**src/rtl/ga_pkg.sv**
```systemverilog
// Shared GA definitions: crossover-threshold FSM states and fixed-point helpers.
package ga_pkg;

  typedef enum logic [1:0] {
    IDLE  = 2'd0,
    CALC  = 2'd1,
    READY = 2'd2
  } ga_xover_thresh_state_t;

  // Unsigned fixed-point 1.0 for a given number of fraction bits.
  function automatic logic [31:0] fix_one(input int unsigned fract_w);
    return 32'd1 << fract_w;
  endfunction

endpackage

```
**src/rtl/ga_xover_thresh_match.sv**
```systemverilog
// Two-stage query pipeline: registered compare vector against the threshold
// table, then a registered popcount giving the crossover cut index.
module ga_xover_thresh_match #(
  parameter int DATA_W      = 8,
  parameter int FIT_SCORE_W = 16,
  parameter int CUT_W       = 4
) (
  input  logic                   clk,
  input  logic                   rst,
  input  logic [FIT_SCORE_W-1:0] thresh_ary [0:DATA_W-1],
  input  logic                   query_vld,
  input  logic                   query_rdy,
  input  logic [FIT_SCORE_W-1:0] query_score,
  output logic                   resp_vld,
  output logic [CUT_W-1:0]       resp_cut
);

  logic [DATA_W-1:0] cmp_q, cmp_d;
  logic              s1_vld_q, s1_vld_d;
  logic              resp_vld_q, resp_vld_d;
  logic [CUT_W-1:0]  resp_cut_q, resp_cut_d;

  always_comb begin
    s1_vld_d   = query_vld && query_rdy;
    cmp_d      = cmp_q;
    resp_vld_d = s1_vld_q;
    resp_cut_d = resp_cut_q;
    if (s1_vld_d) begin
      for (int i = 0; i < DATA_W; i++) cmp_d[i] = (thresh_ary[i] <= query_score);
    end
    // Thresholds are not guaranteed monotonic, so count every hit.
    if (s1_vld_q) begin
      resp_cut_d = '0;
      for (int i = 0; i < DATA_W; i++) resp_cut_d = resp_cut_d + CUT_W'(cmp_q[i]);
    end
  end

  always_ff @(posedge clk or posedge rst) begin
    if (rst) begin
      cmp_q      <= '0;
      s1_vld_q   <= 1'b0;
      resp_vld_q <= 1'b0;
      resp_cut_q <= '0;
    end else begin
      cmp_q      <= cmp_d;
      s1_vld_q   <= s1_vld_d;
      resp_vld_q <= resp_vld_d;
      resp_cut_q <= resp_cut_d;
    end
  end

  assign resp_vld = resp_vld_q;
  assign resp_cut = resp_cut_q;

endmodule

```
**src/rtl/ga_crossover_thresh_gen.sv**
```systemverilog
// Crossover threshold table builder (one entry per cycle) plus query matcher.
// Define GA_XOVER_THRESH_LINEAR_EN to enable linear spacing via cnfg_lin_mode.
module ga_crossover_thresh_gen
  import ga_pkg::*;
#(
  parameter  int DATA_W            = 8,
  parameter  int FIT_SCORE_W       = 16,
  parameter  int FIT_SCORE_INT_W   = 8,
  parameter  int FIT_SCORE_FRACT_W = 8,
  localparam int CUT_W             = $clog2(DATA_W + 1)
) (
  input  logic                   clk,
  input  logic                   rst,
  input  logic                   cnfg_update,
  input  logic [FIT_SCORE_W-1:0] cnfg_max_fit_score,
  input  logic                   cnfg_lin_mode,
  output logic [FIT_SCORE_W-1:0] thresh_ary [0:DATA_W-1],
  output logic                   thresh_vld,
  input  logic                   query_vld,
  input  logic [FIT_SCORE_W-1:0] query_score,
  output logic                   query_rdy,
  output logic                   resp_vld,
  output logic [CUT_W-1:0]       resp_cut
);

  if (DATA_W < 2 || (DATA_W & (DATA_W - 1)) != 0) begin : g_bad_data_w
    $error("DATA_W must be a power of two >= 2");
  end
  if (FIT_SCORE_INT_W + FIT_SCORE_FRACT_W != FIT_SCORE_W) begin : g_bad_fit_w
    $error("FIT_SCORE_INT_W + FIT_SCORE_FRACT_W must equal FIT_SCORE_W");
  end

  localparam int                     IDX_W     = $clog2(DATA_W);
  localparam logic [IDX_W-1:0]       IDX_LAST  = IDX_W'(DATA_W - 1);
  localparam logic [FIT_SCORE_W-1:0] ONE_FX    = FIT_SCORE_W'(fix_one(FIT_SCORE_FRACT_W));
  localparam logic [FIT_SCORE_W-1:0] EXP_FIRST = ONE_FX >> (DATA_W - 1);

  ga_xover_thresh_state_t state_q, state_d;
  logic [IDX_W-1:0]       idx_q, idx_d;
  logic [FIT_SCORE_W-1:0] max_q, max_d;
  logic [FIT_SCORE_W-1:0] thresh_q [0:DATA_W-1];
  logic [FIT_SCORE_W-1:0] thresh_d [0:DATA_W-1];
  logic [FIT_SCORE_W-1:0] entry;

`ifdef GA_XOVER_THRESH_LINEAR_EN
  logic                   mode_q, mode_d;
  logic [FIT_SCORE_W-1:0] acc_q, acc_d;
  logic [FIT_SCORE_W-1:0] step;

  assign step = max_q >> $clog2(DATA_W);
`else
  logic lin_mode_unused;
  assign lin_mode_unused = cnfg_lin_mode;
`endif

  always_comb begin
    entry = (idx_q == '0) ? EXP_FIRST : (max_q >> (DATA_W - int'(idx_q)));
`ifdef GA_XOVER_THRESH_LINEAR_EN
    if (mode_q) entry = acc_q + step;
`endif
  end

  always_comb begin
    // NOTE: every _d defaults to its _q first, so no path leaves a latch.
    state_d  = state_q;
    idx_d    = idx_q;
    max_d    = max_q;
    thresh_d = thresh_q;
`ifdef GA_XOVER_THRESH_LINEAR_EN
    mode_d   = mode_q;
    acc_d    = acc_q;
`endif
    if (cnfg_update) begin
      state_d = CALC;
      idx_d   = '0;
      max_d   = cnfg_max_fit_score;
`ifdef GA_XOVER_THRESH_LINEAR_EN
      mode_d  = cnfg_lin_mode;
      acc_d   = '0;
`endif
    end else if (state_q == CALC) begin
      thresh_d[idx_q] = entry;
`ifdef GA_XOVER_THRESH_LINEAR_EN
      acc_d = acc_q + step;
`endif
      if (idx_q == IDX_LAST) begin
        state_d = READY;
        idx_d   = '0;
      end else begin
        idx_d = idx_q + IDX_W'(1);
      end
    end
  end

  always_ff @(posedge clk or posedge rst) begin
    if (rst) begin
      state_q  <= IDLE;
      idx_q    <= '0;
      max_q    <= '0;
      // NOTE: the table is a handful of flops with a defined reset value, not a RAM.
      thresh_q <= '{default: '0};
`ifdef GA_XOVER_THRESH_LINEAR_EN
      mode_q   <= 1'b0;
      acc_q    <= '0;
`endif
    end else begin
      state_q  <= state_d;
      idx_q    <= idx_d;
      max_q    <= max_d;
      thresh_q <= thresh_d;
`ifdef GA_XOVER_THRESH_LINEAR_EN
      mode_q   <= mode_d;
      acc_q    <= acc_d;
`endif
    end
  end

  assign thresh_ary = thresh_q;
  assign thresh_vld = (state_q == READY);
  assign query_rdy  = (state_q == READY) && !cnfg_update;

  ga_xover_thresh_match #(
    .DATA_W      (DATA_W),
    .FIT_SCORE_W (FIT_SCORE_W),
    .CUT_W       (CUT_W)
  ) u_match (
    .clk         (clk),
    .rst         (rst),
    .thresh_ary  (thresh_q),
    .query_vld   (query_vld),
    .query_rdy   (query_rdy),
    .query_score (query_score),
    .resp_vld    (resp_vld),
    .resp_cut    (resp_cut)
  );

endmodule

```
**config.mk**
```make
export PLATFORM = sky130hd
export DESIGN_NAME = ga_crossover_thresh_gen
export DESIGN_NICKNAME = d
export VERILOG_FILES = /design/src/rtl/ga_pkg.sv /design/src/rtl/ga_xover_thresh_match.sv /design/src/rtl/ga_crossover_thresh_gen.sv
export SDC_FILE = /design/constraint.sdc
export NUM_CORES = 1
export LEC_CHECK = 0
export CORE_ASPECT_RATIO = 1.1
export CORE_MARGIN = 10
export CORE_UTILIZATION = 50
export CTS_CLUSTER_SIZE = 10
export DETAILED_ROUTE_END_ITERATION = 6
export PLACE_DENSITY = 0.73
export SLEW_MARGIN = 15
export SYNTH_ARGS = -nofsm -noshare
export SYNTH_HDL_FRONTEND = slang
export SYNTH_SLANG_ARGS = --single-unit
```
**constraint.sdc**
```tcl
create_clock -name clk -period 7.3 [get_ports clk]
set_clock_uncertainty 0.15 [all_clocks]
set_input_delay 1.825 -clock clk [delete_from_list [all_inputs] [get_ports clk]]
set_output_delay 1.825 -clock clk [all_outputs]
set_load 0.01 [all_outputs]
```
Yosys cells after proc, flatten, opt, wreduce, memory -nomap -nowiden
Cells that the tools add are included. W data, S select, Z words.

Multiplexer cells: 10. $lt $le $gt $ge: 10. Equality and inequality tests: 3. $add $sub $neg: 9. Bitwise logic cells: 2. Shifts and indexed selects: 1. Reduce and logical (&&, ||, !) cells: 9.

Operators with widths (count): $bwmux W128 (1); $le A16 B16 Y1 (8); $demux W16 S3 (1); $mux W16 (2); $shr A16 B32 Y16 (1); $add A4 B1 Y4 (6); $mux W3 (3); $mux W2 (3); $sub A4 B3 Y5 const A (1); $ge A4 B4 Y1 const B (1); $lt A4 B1 Y1 const B (1); $not A3 Y4 (1); $reduce_and A2 Y1 (2); $reduce_bool A2 Y1 (2); $add A3 B1 Y3 const B (1); $eq A3 B3 Y1 const B (1); $logic_and A1 B1 Y1 (3); $logic_not A3 Y1 (1); $add A1 B1 Y2 (1); $eq A2 B1 Y1 const B (1); $eq A2 B2 Y1 const B (1); $logic_not A1 Y1 (1); $not A1 Y1 (1).

Register bits: 163. Output and inout port bits: 135.

Logic depth before layout (Yosys ltp)
Gate-level depths: netlist of the first run.

Depth after elaboration: 7. Mapped depth: 10.

Modules after synthesis
Synthesis of the first run repeated with hierarchy kept, for this count alone.

Cell total of the unflattened synthesis: 952. Area total of the unflattened synthesis: 9824.4 um^2.

Modules (own cells, without submodules): ga_crossover_thresh_gen (times used 1, area each 6347.3 um^2, cells an instance 543, seq. area each 3728.6 um^2); ga_xover_thresh_match (times used 1, area each 3477.1 um^2, cells an instance 409, seq. area each 350.3 um^2).

Least setup slack after synthesis of the first run
No wires, ideal clock.

Path type: input-to-output. From: input cnfg_update. To: output query_rdy. Data required time: 5.325 ns. Data arrival time: 2.215 ns. Setup slack: 3.110 ns. Cell stages on the path: 2. Path buffers: 1. Path through: buf_6 -> nor3b_4.

Longest elaborated chain between the ends: 2.

Ends and longest elaborated chain: start: declaration (line ga_crossover_thresh_gen.sv:14) `input logic cnfg_update,`; $logic_not A1 Y1 (line ga_crossover_thresh_gen.sv:120) `assign query_rdy = (state_q == READY) && !cnfg_update;`; $logic_and A1 B1 Y1 (line ga_crossover_thresh_gen.sv:120); end: declaration (line ga_crossover_thresh_gen.sv:21) `output logic query_rdy,`.

No other way between the ends.

Worst setup path after layout of the first run
Same ends and word-level chain as after synthesis.

==> results_dict.tcl, run 1 <==
set metrics [dict create \
    hold-path-endpoint "u_match.resp_cut[2]$_DFFE_PP0P_" \
    ys_ff_latch 163 \
    viasPerCell 6.05 \
    tightest_slew_ps 1080 \
    async_reset_ff_share_pct 100 \
    dieWidth_um 152 \
    crit_fanout 24 \
    worst_setup_path_start_kind "input pin" \
    path_buf_inv 3 \
    path_class "in2out" \
    synth_ff_type "dfrtp_1" \
    setup_tns_ps 0 \
    status "finished clean" \
    hpwl_um 21900 \
    p_leak_nw 5.59 \
    syn_to_final_growth_pct 25.4 \
    wl_um 30800 \
    nets 1259 \
    yosys_warnings 0 \
    drv_cap 0 \
    cts_tree "done" \
    cts_root_buffer "clkbuf_16" \
    cts.clk_slew.worst_paths_ps 60 \
    cp_cell_sequence "clkdlybuf4s50_1 -> buf_4 -> nor3b_4 -> clkdlybuf4s50_1" \
    multiInputGateArea_um2 5230 \
    netlist_instances 925 \
    r2r_cells 6 \
    drive_gt1_share_pct 8.86 \
    drt_pass1_iterations 5 \
    postCtsHoldBufs 0 \
    ys_top_cells_by_area "dfrtp_1, ha_1, mux2_2" \
    gp_congestion 0.943 \
    final_cell_count_no_fill 1342 \
    post-cts-setup-buffers 0 \
    synth_edf_count 0 \
    clock_latency_ps 440 \
    initial_utilization_pct 50.6 \
    synth_top_area_share_pct 42.4 \
    cpPeakStageDelay_ps 580 \
    setup_violations 0 \
    core_um2 19000 \
    wl_per_cell_um 23.0 \
    r2r_slack_ps 3090 \
    final_antenna_net_count 0 \
    syn_nets 1101 \
    place_inst 1311 \
    design.die.area_um2 25200 \
    cpMostUsedCell "clkdlybuf4s50_1" \
    finalCriticalPeriod_ps 5290 \
    grt_pass1_wl_um 47500 \
    min_path_type "reg2reg" \
    grt_pass1_vias 7992 \
    ir_drop_mv 0.183 \
    io-pin-count 172 \
    max_freq_mhz 189 \
    fill_cells 1548 \
    fp-row-count 53 \
    critPathArrivalTime_ps 3320 \
    final-hold-violation-count 0 \
    p_per_area_nw_per_um2 255 \
    antenna_found_initial 2 \
    yosysTopAreaCell "dfrtp_1" \
    syn_area_um2 9630 \
    end_kind "output port" \
    seq_area_frac_synth_pct 42.4 \
    cts_buffers 17 \
    grt_usage_pct 24.2 \
    register_area_um2 4080 \
    fin_crit_sh_pct 72.5 \
    cts_resized 0 \
    ys_top_cells_by_count "dfrtp_1, ha_1, nand2_1" \
    slowest_stage "clkdlybuf4s50_1" \
    reg2reg_to "thresh_ary[76]$_DFFE_PP0P_" \
    portBuffers 170 \
    drt_iter0_drc 635 \
    min_delay_path_depth 1 \
    via_count 8115 \
    r2r_start "idx_q[0]$_DFFE_PP0P_" \
    drv_slew 0 \
    cp_top_family "buffers and inverters" \
    rsz0062_at_grt "no" \
    hp-start "u_match.resp_cut[2]$_DFFE_PP0P_" \
    worstPathRequired_ps 5330 \
    grt_overflow 0 \
    yosys.cell_count.top_type "dfrtp_1" \
    ctsLongestPathBuffers 2 \
    maxSlewHeadroom_pct 27.6 \
    antenna_cells 0 \
    dieHeight_um 166 \
    cts_max_level 4 \
    ys_types 58 \
    drc 0 \
    cts.sinks 163 \
    synth.avg_cell_area_um2 10.4 \
    grt_max_degree 110 \
]
## registers in the layout, indices dropped and copies added (netlist names)
signal,cells
u_match.resp_cut,4
u_match.cmp_q,8
thresh_ary,128
u_match.resp_vld,1
u_match.resp_vld_d,1
idx_q,3
max_q,16
state_q,2
## placed cells by master (no fill, tap or decap), types with 3 or more instances in the layout
cell type / synthesis / layout
ha_1: 135 / 135
a2111oi_0: 5 / 5
nor4_1: 12 / 12
nand3_1: 13 / 13
a22o_1: 19 / 19
clkbuf_16: 0 / 17
nand2_1: 108 / 108
a21boi_0: 6 / 6
o31ai_1: 6 / 6
o2111ai_1: 7 / 7
mux2i_1: 16 / 16
a21o_1: 16 / 16
nor2_1: 38 / 38
fa_1: 4 / 4
clkdlybuf4s50_1: 0 / 170
o22ai_1: 7 / 7
and2_1: 13 / 13
a221o_1: 5 / 5
o21ai_0: 71 / 71
nand2b_1: 4 / 4
clkinv_2: 0 / 5
inv_1: 40 / 39
a22oi_1: 3 / 3
a21oi_1: 56 / 56
dfrtp_1: 163 / 163
clkbuf_8: 0 / 3
clkinvlp_4: 0 / 3
nor3_1: 13 / 13
o211ai_1: 9 / 9
or3_1: 4 / 4
nand4_1: 28 / 28
mux2_2: 49 / 49
nor2b_1: 11 / 11
## report_power, final
part,switching (mW),internal (mW)
clock,0.372,0.526
sequential,0.149,1.04
combinational,0.527,0.465
total,1.05,2.03
## cells by family (layout without fill, tap and decap cells)
kind of cell	after synthesis	after routing	share of synthesized area, %
AOI/OAI and AO/OA	227	227	15.2
xor gates and xnor gates	1	1	0.0910
adders and majority gates	139	139	18.4
buffers and inverters	74	244	3.30
DFF	163	163	42.4
muxes	67	67	7.86
and+or+nand+nor	254	254	12.8
## per-stage QoR
stage	setup slack [ps]	power [mW]	hold slack [ps]	cell area [um2]	utilization [%]
floorplan	920	1.69	326	9630	-
global placement	1970	2.15	345	11500	60.4
detailed placement	1990	2.18	351	11500	60.4
CTS	1990	3.07	362	12100	63.5
global route	1950	3.22	369	12100	63.5
finish	2010	3.07	365	12100	63.5
## layout make-up
type / instances / area share, %
Timing Repair Buffer: 172 / 14.2
Multi-Input combinational cell: 688 / 43.3
Clock inverter: 10 / 0.891
Clock buffer: 21 / 3.90
Sequential cell: 163 / 33.8
Inverter: 41 / 1.34
Tap cell: 247 / 2.56
## how the worst max path moves through the flow
stage / endpoint / cells after the start / from / slack [ps]
after floorplan: idx_q[0]$_DFFE_PP0P_ / 1 / rst / 920
after global placement: query_rdy / 4 / cnfg_update / 1970
after detailed placement: query_rdy / 4 / cnfg_update / 1990
after CTS: query_rdy / 4 / cnfg_update / 1990
after global routing: query_rdy / 4 / cnfg_update / 1950
final: query_rdy / 4 / cnfg_update / 2010
## per-layer routing
layer / global-route usage, % / up-vias / wire [um]
li1: - / 3728 / -
met1: 31.1 / 3981 / 13000
met2: 39.0 / 337 / 14400
met3: 5.54 / 69 / 2380
met4: 9.41 / 0 / 1060
met5: 0 / - / 0
Note: power is estimated with default switching activity, not from simulation.
==> inputs of run 2 (changes only) <==
==> constraint.sdc (replaced) <==
create_clock -name clk -period 5.54 [get_ports clk]
set_clock_uncertainty 0.15 [all_clocks]
set_input_delay 1.385 -clock clk [delete_from_list [all_inputs] [get_ports clk]]
set_output_delay 1.385 -clock clk [all_outputs]
set_load 0.01 [all_outputs]
==> run 2 against run 1 <==
Compared with the run above:
- via count is 1.1% lower
- cell count is 0.30% higher
- sequential power is 32% higher
- clock-buffer cell count is 1 higher
- first-iteration DRC count is 11% lower
- critical path type unchanged
- final area is 0.44% higher
- power is 33% higher
- combinational power is 32% higher
- sequential share of layout area is 0.15 points lower
- die area stayed put
- clock power is 35% higher
- register-to-register slack worse by 1700 ps
==> results_dict.tcl, run 2 (synthesis gave the netlist of run 1 again) <==
set metrics [dict create \
    worst_setup_path_start_kind "input pin" \
    end_kind "output port" \
    cpPeakStageDelay_ps 590 \
    tightest_slew_ps 1110 \
    cts_tree "done" \
    hpwl_um 22100 \
    setup_violations 0 \
    grt_use_met1_pct 29.8 \
    grt_pass1_vias 7695 \
    p_leak_nw 5.60 \
    cts_resized 0 \
    timing.final.ws_setup_ps 1260 \
    status "finished clean" \
    drc 0 \
    clock_latency_ps 440 \
    grt_overflow 0 \
    crit_fanout 2 \
    cp_cell_sequence "clkdlybuf4s50_1 -> nor3b_4 -> clkdlybuf4s50_1" \
    grt_usage_pct 23.4 \
    place_inst 1314 \
    syn_to_final_growth_pct 26.0 \
    cts_root_buffer "clkbuf_16" \
    hold_slack_ps 363 \
    r2r_cells 6 \
    maxSlewHeadroom_pct 25.6 \
    cpMostUsedCell "clkdlybuf4s50_1" \
    ctsLongestPathBuffers 2 \
    p_per_area_nw_per_um2 336 \
    drv_slew 0 \
    multiInputGateArea_um2 5230 \
    fill_cells 1533 \
    grt_busiest_layer "met2" \
    min_path_type "reg2reg" \
    grt_max_degree 83 \
    final_cell_count_no_fill 1346 \
    use_met2_pct 37.8 \
    dieWidth_um 152 \
    dieHeight_um 166 \
    cts_max_level 4 \
    cp_top_family "buffers and inverters" \
    path_class "in2out" \
    ir_drop_mv 0.284 \
    final-hold-violation-count 0 \
    largest_reg_flops 128 \
    min_delay_path_depth 2 \
    viasPerCell 5.97 \
    drv_cap 0 \
    io-pin-count 172 \
    drt_iter0_drc 563 \
    reg_top3 "thresh_ary (128), max_q (16), u_match.cmp_q (8)" \
    core_um2 19000 \
    wl_per_cell_um 22.8 \
    finalPower_mw 4.08 \
    gp_congestion 0.937 \
    post-place-ws_ps 1250 \
    setup_tns_ps 0 \
    worstPathRequired_ps 4010 \
    use_met3_pct 5.83 \
    slowest_stage "clkdlybuf4s50_1" \
    cts.clk_slew.worst_paths_ps 60 \
    nets 1262 \
    postCtsHoldBufs 0 \
    max_freq_mhz 234 \
    grt_pass1_wl_um 45400 \
    path_buf_inv 2 \
    cts_buffers 17 \
    final_cell_mix "clkdlybuf4s50_1, dfrtp_1, ha_1" \
    cp.depth 3 \
    finalCriticalPeriod_ps 4280 \
    post-cts-setup-buffers 0 \
    final_antenna_net_count 0 \
    largest-register "thresh_ary" \
    register_area_um2 4080 \
    drive_gt1_share_pct 8.93 \
    portBuffers 170 \
    design.die.area_um2 25200 \
    via_count 8029 \
    drt_pass1_iterations 6 \
    fin_crit_sh_pct 77.2 \
    initial_utilization_pct 50.6 \
    antenna_found_initial 0 \
    critPathArrivalTime_ps 2740 \
    wl_um 30600 \
    rsz0062_at_grt "no" \
    mostFrequentLayoutCell "clkdlybuf4s50_1" \
    fp-row-count 53 \
    cts.sinks 163 \
]
==> run 2: changes by cell type in the layout (fill, tap and decap cells not counted) <==
cell        delta
diode_2        +1
buf_12         +1
clkbuf_1       +2
buf_4          +2
bufinv_16      +1
inv_6          -1
clkinvlp_4     +2
clkinv_2       -3
clkbuf_8       -1
==> run 2: final timing paths <==
path                                            startpoint                     endpoint  slack [ps]
worst max-delay path                           cnfg_update                    query_rdy        1260
worst min-delay path            thresh_ary[91]$_DFFE_PP0P_   thresh_ary[91]$_DFFE_PP0P_         360
max in group asynchronous                              rst  thresh_ary[103]$_DFFE_PP0P_        3280
worst min register to register  thresh_ary[91]$_DFFE_PP0P_   thresh_ary[91]$_DFFE_PP0P_         360
min in group asynchronous                              rst   thresh_ary[82]$_DFFE_PP0P_        1180
worst max register to register        idx_q[0]$_DFFE_PP0P_   thresh_ary[12]$_DFFE_PP0P_        1340
==> run 2: metal layers <==
metal  vias to the layer above  wire length, um
li1                       3735                -
met2                       337            14400
met1                      3905            12900
met5                         -                0
met4                         0              920
met3                        52             2390
==> run 2: worst reg2reg max path, stage by stage, from the launching register on <==
cell     delay, ps
dfrtp_1        850
inv_1          320
ha_1          1030
mux2i_1        320
mux2_2         350
nor3_2         810
mux2_2         310
==> run 2: layout make-up <==
| type | count | share of cell area [%] |
|---|---|---|
| Antenna cell | 1 | 0.0206 |
| Clock buffer | 22 | 3.83 |
| Clock inverter | 9 | 1.07 |
| Inverter | 41 | 1.32 |
| Multi-Input combinational cell | 688 | 43.1 |
| Sequential cell | 163 | 33.6 |
| Tap cell | 247 | 2.55 |
| Timing Repair Buffer | 175 | 14.4 |
==> run 2: where the power goes <==
group / switching [mW] / internal, mW / total [mW]
clock: 0.485 / 0.728 / 1.21
sequential: 0.199 / 1.36 / 1.56
combinational: 0.691 / 0.614 / 1.31
total: 1.37 / 2.71 / 4.08
==> run 2: through the flow <==
step           utilization [%]  area, um2
2_1_floorplan                -       9630
5_1_grt                   63.7      12100
4_1_cts                   63.7      12100
3_5_place_dp              60.6      11500
6_report                  63.7      12100
3_3_place_gp              60.6      11500
